==> config.mk <==
export PLATFORM = sky130hd
export DESIGN_NAME = zclock_sched
export DESIGN_NICKNAME = d
export VERILOG_FILES = /design/src/rtl/zclock_sched.sv
export SDC_FILE = /design/constraint.sdc
export NUM_CORES = 1
export LEC_CHECK = 0
export BUFFER_PORTS_ARGS = -buffer_cell sky130_fd_sc_hd__buf_2
export CORE_ASPECT_RATIO = 0.9
export CORE_UTILIZATION = 47
export CTS_CLUSTER_SIZE = 14
export DETAILED_ROUTE_END_ITERATION = 8
export GPL_ROUTABILITY_DRIVEN = 0
export HOLD_SLACK_MARGIN = 0.02
export MAX_ROUTING_LAYER = met4
export PLACE_DENSITY = 0.7
export SETUP_SLACK_MARGIN = 0.3
export SYNTH_ARGS = -nofsm -noshare
export SYNTH_HDL_FRONTEND = slang
export SYNTH_SLANG_ARGS = --single-unit
export TNS_END_PERCENT = 30
==> constraint.sdc <==
create_clock -name clk -period 1.4 [get_ports clk]
set_clock_uncertainty 0.1 [all_clocks]
set_input_delay 0 -clock clk [delete_from_list [all_inputs] [get_ports clk]]
set_output_delay 0 -clock clk [all_outputs]
set_load 0.02 [all_outputs]
==> src/rtl/zclock_sched.sv <==
// Z80 clock scheduler: applies turbo changes only at refresh cycles with a
// settle stall, and stalls the CPU on 14 MHz DRAM accesses until ack or timeout.
module zclock_sched #(
  parameter int unsigned SETTLE_LEN = 4,
  parameter int unsigned MEM_TMO    = 15
) (
  input  logic       clk,
  input  logic       rst,
  input  logic [1:0] turbo_req,
  input  logic       zpos,
  input  logic       m1_n,
  input  logic       rfsh_n,
  input  logic       mem_req,
  input  logic       mem_ack,
  output logic [1:0] turbo,
  output logic       cpu_stall,
  output logic       sw_pending,
  output logic       mem_tmo
);

  localparam int unsigned CNT_W = 4;

  typedef enum logic [1:0] {
    IDLE   = 2'd0,
    PEND   = 2'd1,
    SETTLE = 2'd2
  } state_e;

  state_e           state_q, state_d;
  logic [1:0]       turbo_q, turbo_d;
  logic [CNT_W-1:0] settle_cnt_q, settle_cnt_d;
  logic [CNT_W-1:0] tmo_cnt_q, tmo_cnt_d;
  logic [CNT_W-1:0] tmo_cnt_inc;
  logic             mem_armed_q, mem_armed_d;
  logic             cpu_stall_q, cpu_stall_d;
  logic             sw_pending_q, sw_pending_d;
  logic             mem_tmo_q, mem_tmo_d;
  logic             refresh_ev;

  // A refresh cycle is the only safe point to retime the Z80 clock.
  assign refresh_ev  = zpos && !rfsh_n && m1_n;
  assign tmo_cnt_inc = tmo_cnt_q + CNT_W'(1);

  always_ff @(posedge clk) begin
    if (rst) begin
      state_q      <= IDLE;
      turbo_q      <= 2'b00;
      settle_cnt_q <= '0;
      tmo_cnt_q    <= '0;
      mem_armed_q  <= 1'b0;
      cpu_stall_q  <= 1'b0;
      sw_pending_q <= 1'b0;
      mem_tmo_q    <= 1'b0;
    end else begin
      state_q      <= state_d;
      turbo_q      <= turbo_d;
      settle_cnt_q <= settle_cnt_d;
      tmo_cnt_q    <= tmo_cnt_d;
      mem_armed_q  <= mem_armed_d;
      cpu_stall_q  <= cpu_stall_d;
      sw_pending_q <= sw_pending_d;
      mem_tmo_q    <= mem_tmo_d;
    end
  end

  // Speed-change FSM; a request that matches the applied speed always cancels.
  always_comb begin
    state_d      = state_q;
    turbo_d      = turbo_q;
    settle_cnt_d = settle_cnt_q;
    unique case (state_q)
      IDLE: begin
        if (turbo_req != turbo_q) state_d = PEND;
      end
      PEND: begin
        if (turbo_req == turbo_q) begin
          state_d = IDLE;
        end else if (refresh_ev) begin
          turbo_d      = turbo_req;
          settle_cnt_d = CNT_W'(SETTLE_LEN);
          state_d      = SETTLE;
        end
      end
      SETTLE: begin
        if (settle_cnt_q <= CNT_W'(1)) begin
          settle_cnt_d = '0;
          state_d      = IDLE;
        end else begin
          settle_cnt_d = settle_cnt_q - CNT_W'(1);
        end
      end
      default: state_d = IDLE;
    endcase
  end

  // Memory stall: armed only at 14 MHz, released by ack (priority) or timeout.
  always_comb begin
    mem_armed_d = mem_armed_q;
    tmo_cnt_d   = tmo_cnt_q;
    mem_tmo_d   = 1'b0;
    if (mem_armed_q) begin
      if (mem_ack) begin
        mem_armed_d = 1'b0;
      end else begin
        tmo_cnt_d = tmo_cnt_inc;
        if (tmo_cnt_inc == CNT_W'(MEM_TMO)) begin
          mem_armed_d = 1'b0;
          mem_tmo_d   = 1'b1;
        end
      end
    end else if (mem_req && turbo_q[1] && !mem_ack) begin
      mem_armed_d = 1'b1;
      tmo_cnt_d   = '0;
    end
  end

  always_comb begin
    sw_pending_d = (state_d == PEND);
    cpu_stall_d  = (state_d == SETTLE) || mem_armed_d;
  end

  assign turbo      = turbo_q;
  assign cpu_stall  = cpu_stall_q;
  assign sw_pending = sw_pending_q;
  assign mem_tmo    = mem_tmo_q;

endmodule

Yosys cells after proc, flatten, opt, wreduce, memory -nomap -nowiden:

Index checks and enable logic that the tools add are counted.

* register bits after elaboration: 16
* bits of input ports: 9
* output and inout bits: 5
* logic and storage cells: 54

* add/sub/neg operators: 2
* order comparisons: 1
* equality and inequality tests: 10
* muxes and demuxes: 17
* bitwise logic cells: 2
* reductions and logical operators: 14

Operator list (number)
* 4-bit two-way mux: 6
* 2-bit two-way mux: 4
* 4-bit case mux with 2 select lines: 1
* 2-bit inequality test, second input constant: 3
* 2-bit case mux with 3 select lines: 1
* 3-bit AND reduction: 2
* 1-bit two-way mux: 5
* 4-bit by 1-bit adder with 4-bit output, second input constant: 1
* 2-bit by 1-bit equality test with 1-bit output, second input constant: 2
* 2-bit equality test, second input constant: 2
* 4-bit equality test, second input constant: 1
* 4-bit by 1-bit <= comparator with 1-bit output, second input constant: 1
* 1-bit logical AND: 4
* 2-bit nonzero test: 2
* 4-bit by 1-bit subtractor with 4-bit output, second input constant: 1
* 3-bit OR reduction: 1
* 2-bit equality test: 1
* 1-bit zero test: 2
* 2-bit zero test: 1
* 2-bit inequality test: 1
* 1-bit NOT: 2
* 2-bit AND reduction: 1
* 1-bit logical OR: 1

Depth between registers and ports, before layout:

* depth after elaboration: 8
* mapped depth: 6
* mapped depth without buffers: 6

Least setup slack after synthesis:

No wires, ideal clock.

* path kind: register -> register
* start point: reg settle_cnt_q[0]
* end point: reg settle_cnt_q[3]
* library setup time: 74 ps
* arrival: 1286 ps
* data required time: 1226 ps
* slack: -61 ps
* cell stages (with the launch flop): 7
* path buffers: 0
* clock period less this slack: 1461 ps
* path through: dfxtp_1 -> inv_1 -> ha_1 -> nor2_1 -> o31ai_2 -> or3_1 -> a31oi_1

* longest elaborated chain between the ends: 3
* elaborated cells between the ends (all ways): 4
* classes of those cells: add/sub (1); order compare (1); mux (2)

Ends and longest elaborated chain
* start: declaration: RTL line 31 `logic [CNT_W-1:0] settle_cnt_q, settle_cnt_d;`
* start signal: assignment: RTL line 57 `settle_cnt_q <= settle_cnt_d;`
* 4-bit by 1-bit subtractor with 4-bit output or 4-bit by 1-bit <= comparator with 1-bit output (tied branches): RTL line 89, 85
* 4-bit two-way mux (*): RTL line 85 `if (settle_cnt_q <= CNT_W'(1)) begin`
* 4-bit case mux with 2 select lines (*): RTL line 71 `unique case (state_q)`

Mark *: on every way between the ends. The rest lies on a longest branch, timed or not.
A chain may end at the register's enable or synchronous reset.

Worst setup path after layout:

* start point: reg settle_cnt_q[0]
* end point: reg settle_cnt_q[0]

The elaborated chain is that of the path after synthesis.

==> flow_summary.toml <==
[outcome]
outcome = "finished, violations left"
violations = "negative setup slack"

[layout]
fin_nets = 125
antenna_cells = 0
stdcell_area_mm2 = 0.00115
area_delta_synth_final_pct = 50.1
nFillCells = 90
drive_gt1_frac = 0.523

[logic_synthesis]
muxShareOfSynthArea = 0.0262
synth_xor_xnor_area_share = 0.0229
synth_top_family_by_area = "simple AND/OR/NAND/NOR gates"
yosys.area_share.adder = 0.0655
synth_cell_types = 31
synth.avg_cell_area_um2 = 9.10
syn_nets = 97
syn_area_um2 = 764
syn_inst = 84
ys_warn_count = 0
synth-seq-cells = 16
yosysSeqAreaShare = 0.419
synth_compound_area_frac = 0.177
yosys.area_share.simple = 0.265

[power]
p_int_uw = 643
powerDensity_mw_per_mm2 = 718
power_switching_uw = 181
static-leakage-power_uw = 0.000459
seq_power_share = 0.556
clockPowerShare = 0.365
ir_drop_uv = 615
switching_share = 0.220
pwr-share-comb = 0.079

[sta]
fmax_ghz = 0.677
setup_slack_ps = -76.2
finalHoldViolCount = 0
setup_viol_count_final = 4
period_needed_ps = 1480
max_slew.worst_pin.slew_ps = 342
drv_slew = 0
setup-tns-final_ps = -152
finalCritPeriodShare = 1.05
slew_headroom = 0.771
rsz0062_at_grt = "true"

[global_route]
grt_pass1_vias = 608
overflow = 0
grt.total_usage = 0.229
grt_max_degree = 16
antenna_found_initial = 0
grt_pass1_wl_mm = 2.70

[setup_path]
critPathMaxStageDelay_ps = 380
cp_max_fo = 4
path_class = "flop to flop"
worst-path-buf-inv = 1
critPathLaunchType = "flop"
critPathSlowestCell = "dfxtp_4"
worst_ep_arrival_time_ps = 1540
crit_chain = "inv_4 > ha_4 > nor2_4 > o31ai_4 > a2bb2oi_1 > nor2_1"
worstPathRequired_ps = 1470
end_kind = "flop"
crit_family = "compound AO/OA/AOI/OAI gates"

[detailed_routing]
via_per_inst = 5.41
antenna_left = 0
num_vias = 720
first_pass_iters = 4
wl_mm = 1.89
drc_errors = 0
drt-wirelength-per-cell_um = 14.2
first_iter_violations = 16

[die]
dieWidth_um = 44.5
core_region_area_mm2 = 0.00148
initial_utilization = 0.516
die_area_mm2 = 0.00179
die_y_um = 40.3
core.rowCount = 13
num_io_pins = 14

[clock_tree]
cts_root_buf = "clkbuf_4"
insertion_delay_ps = 280
cts_buffer_depth = 2
cts_made_buffers = 3
clock_sinks = 16
cts_tree = "yes"
htreeDepth = 1
clk_pin_slew_ps = 90

[place]
port_buffers = 13
dp.final_hpwl_mm = 1.10
place_area_um2 = 932

[worst_hold_path]
hold_path_class = "input pin to flop"

[run]
cap_viol_max_count = 0
placed cells by master (no fill, tap or decap), types with 2 or more instances in the layout:
| cell | instances |
|---|---|
| a21o_1 | 2 |
| a21oi_1 | 3 |
| a21oi_2 | 3 |
| a31oi_1 | 2 |
| and2_1 | 2 |
| buf_2 | 13 |
| buf_4 | 6 |
| clkbuf_4 | 3 |
| dfxtp_1 | 7 |
| dfxtp_2 | 4 |
| dfxtp_4 | 5 |
| dlygate4sd3_1 | 4 |
| ha_4 | 3 |
| inv_4 | 2 |
| mux2i_1 | 2 |
| nand2_1 | 3 |
| nand3b_1 | 2 |
| nor2_1 | 9 |
| nor2b_1 | 2 |
| nor2b_4 | 2 |
| nor3_1 | 2 |
| o21ai_2 | 2 |
| or3_1 | 3 |
| xor2_2 | 2 |
power groups by stage:
stage,combinational [µW],sequential [µW],clock (µW)
6_report,65.1,458,301
5_1_grt,69.4,460,344
4_1_cts,63.8,460,318
3_5_place_dp,50.4,476,0
3_3_place_gp,50.1,476,0
2_1_floorplan,21.2,481,0
state kept, by name, summed over array words and instances, names as in the netlist:
| name | flops |
|---|---|
| turbo | 2 |
| settle_cnt_q | 4 |
| sw_pending | 1 |
| tmo_cnt_q | 4 |
| state_q | 2 |
| mem_tmo | 1 |
| mem_armed_q | 1 |
| cpu_stall | 1 |
cell families after synthesis:
group           count (synthesis)
simple gates                   36
compound gates                 19
flops                          16
buf+inv                         5
fa+ha+maj                       4
xor+xnor                        2
mux                             2
stage by stage:
stage / setup slack, ps / std cells / power, µW / hold WS [ps] / utilization
after floorplan: 81.3 / 84 / 502 / -31.6 / -
after global placement: -5.02 / 122 / 526 / 180 / 0.630
after detailed placement: -7.72 / 122 / 526 / 193 / 0.630
after CTS: -8.93 / 132 / 842 / 22.2 / 0.751
after global routing: -157 / 133 / 873 / 23.4 / 0.775
final: -76.2 / 133 / 824 / 39.8 / 0.775
worst reg2reg max path, cell delays in order, from the launching register on:
cell	delay, ps
dfxtp_4	380
inv_4	60
ha_4	140
nor2_4	50
o31ai_4	310
a2bb2oi_1	250
nor2_1	70
synthesized netlist by cell type:
cell type	instances	area share
a211oi_1	1	0.0098
nor2b_1	3	0.025
inv_1	4	0.020
a21o_1	2	0.020
nor4b_1	1	0.011
clkbuf_1	1	0.0049
or2_2	1	0.0082
nor2_1	11	0.054
or3_1	3	0.025
nor3_1	3	0.020
nand3b_1	2	0.020
nand2b_1	1	0.0082
a2bb2oi_1	2	0.023
xor2_1	2	0.023
a21oi_1	5	0.033
nand3_1	2	0.013
and4b_1	1	0.013
dfxtp_1	16	0.42
ha_1	4	0.065
a31oi_1	2	0.016
nor2b_4	1	0.018
a21oi_2	1	0.011
nand2_1	3	0.015
o31ai_2	1	0.016
nand4b_1	1	0.011
o211ai_2	1	0.016
and2_1	2	0.016
o21ai_0	3	0.020
a32oi_1	1	0.011
mux2i_1	2	0.026
and3_1	1	0.0082
final cells by class:
type	count	area, µm²	area share
Multi-Input combinational cell	63	558	0.486
Sequential cell	16	344	0.300
Timing Repair Buffer	24	161	0.141
Clock buffer	4	36.3	0.0316
Tap cell	22	27.5	0.0240
Inverter	4	20.0	0.0174
timing repair:
item                                    4_1_cts  5_1_grt
gates cloned                                  0        0
hold buffers                                  4        0
pin swaps                                    14       20
gates resized for setup                      25        8
endpoints found under the setup margin       14       16
setup buffers                                 2        1
hold endpoints to repair                     14        0
final timing paths:
path	start	endpoint	slack, ps	depth (start not counted)
worst max-delay path	settle_cnt_q[0]$_SDFFE_PP0P_	settle_cnt_q[0]$_SDFFE_PP0P_	-80	6
worst min-delay path	zpos	state_q[0]$_SDFF_PP0_	40	3
worst max register to register	settle_cnt_q[0]$_SDFFE_PP0P_	settle_cnt_q[0]$_SDFFE_PP0P_	-80	6
worst min register to register	tmo_cnt_q[2]$_SDFFE_PP0P_	tmo_cnt_q[2]$_SDFFE_PP0P_	420	2
metal layers:
metal | share of wire | global-route usage | vias up
li1 | - | - | 354
met1 | 0.45 | 0.268 | 340
met2 | 0.50 | 0.386 | 24
met3 | 0.042 | 0.0676 | 2
met4 | 0.0042 | 0.0682 | 0
met5 | 0 | - | -
(Power assumes the default switching activity.)
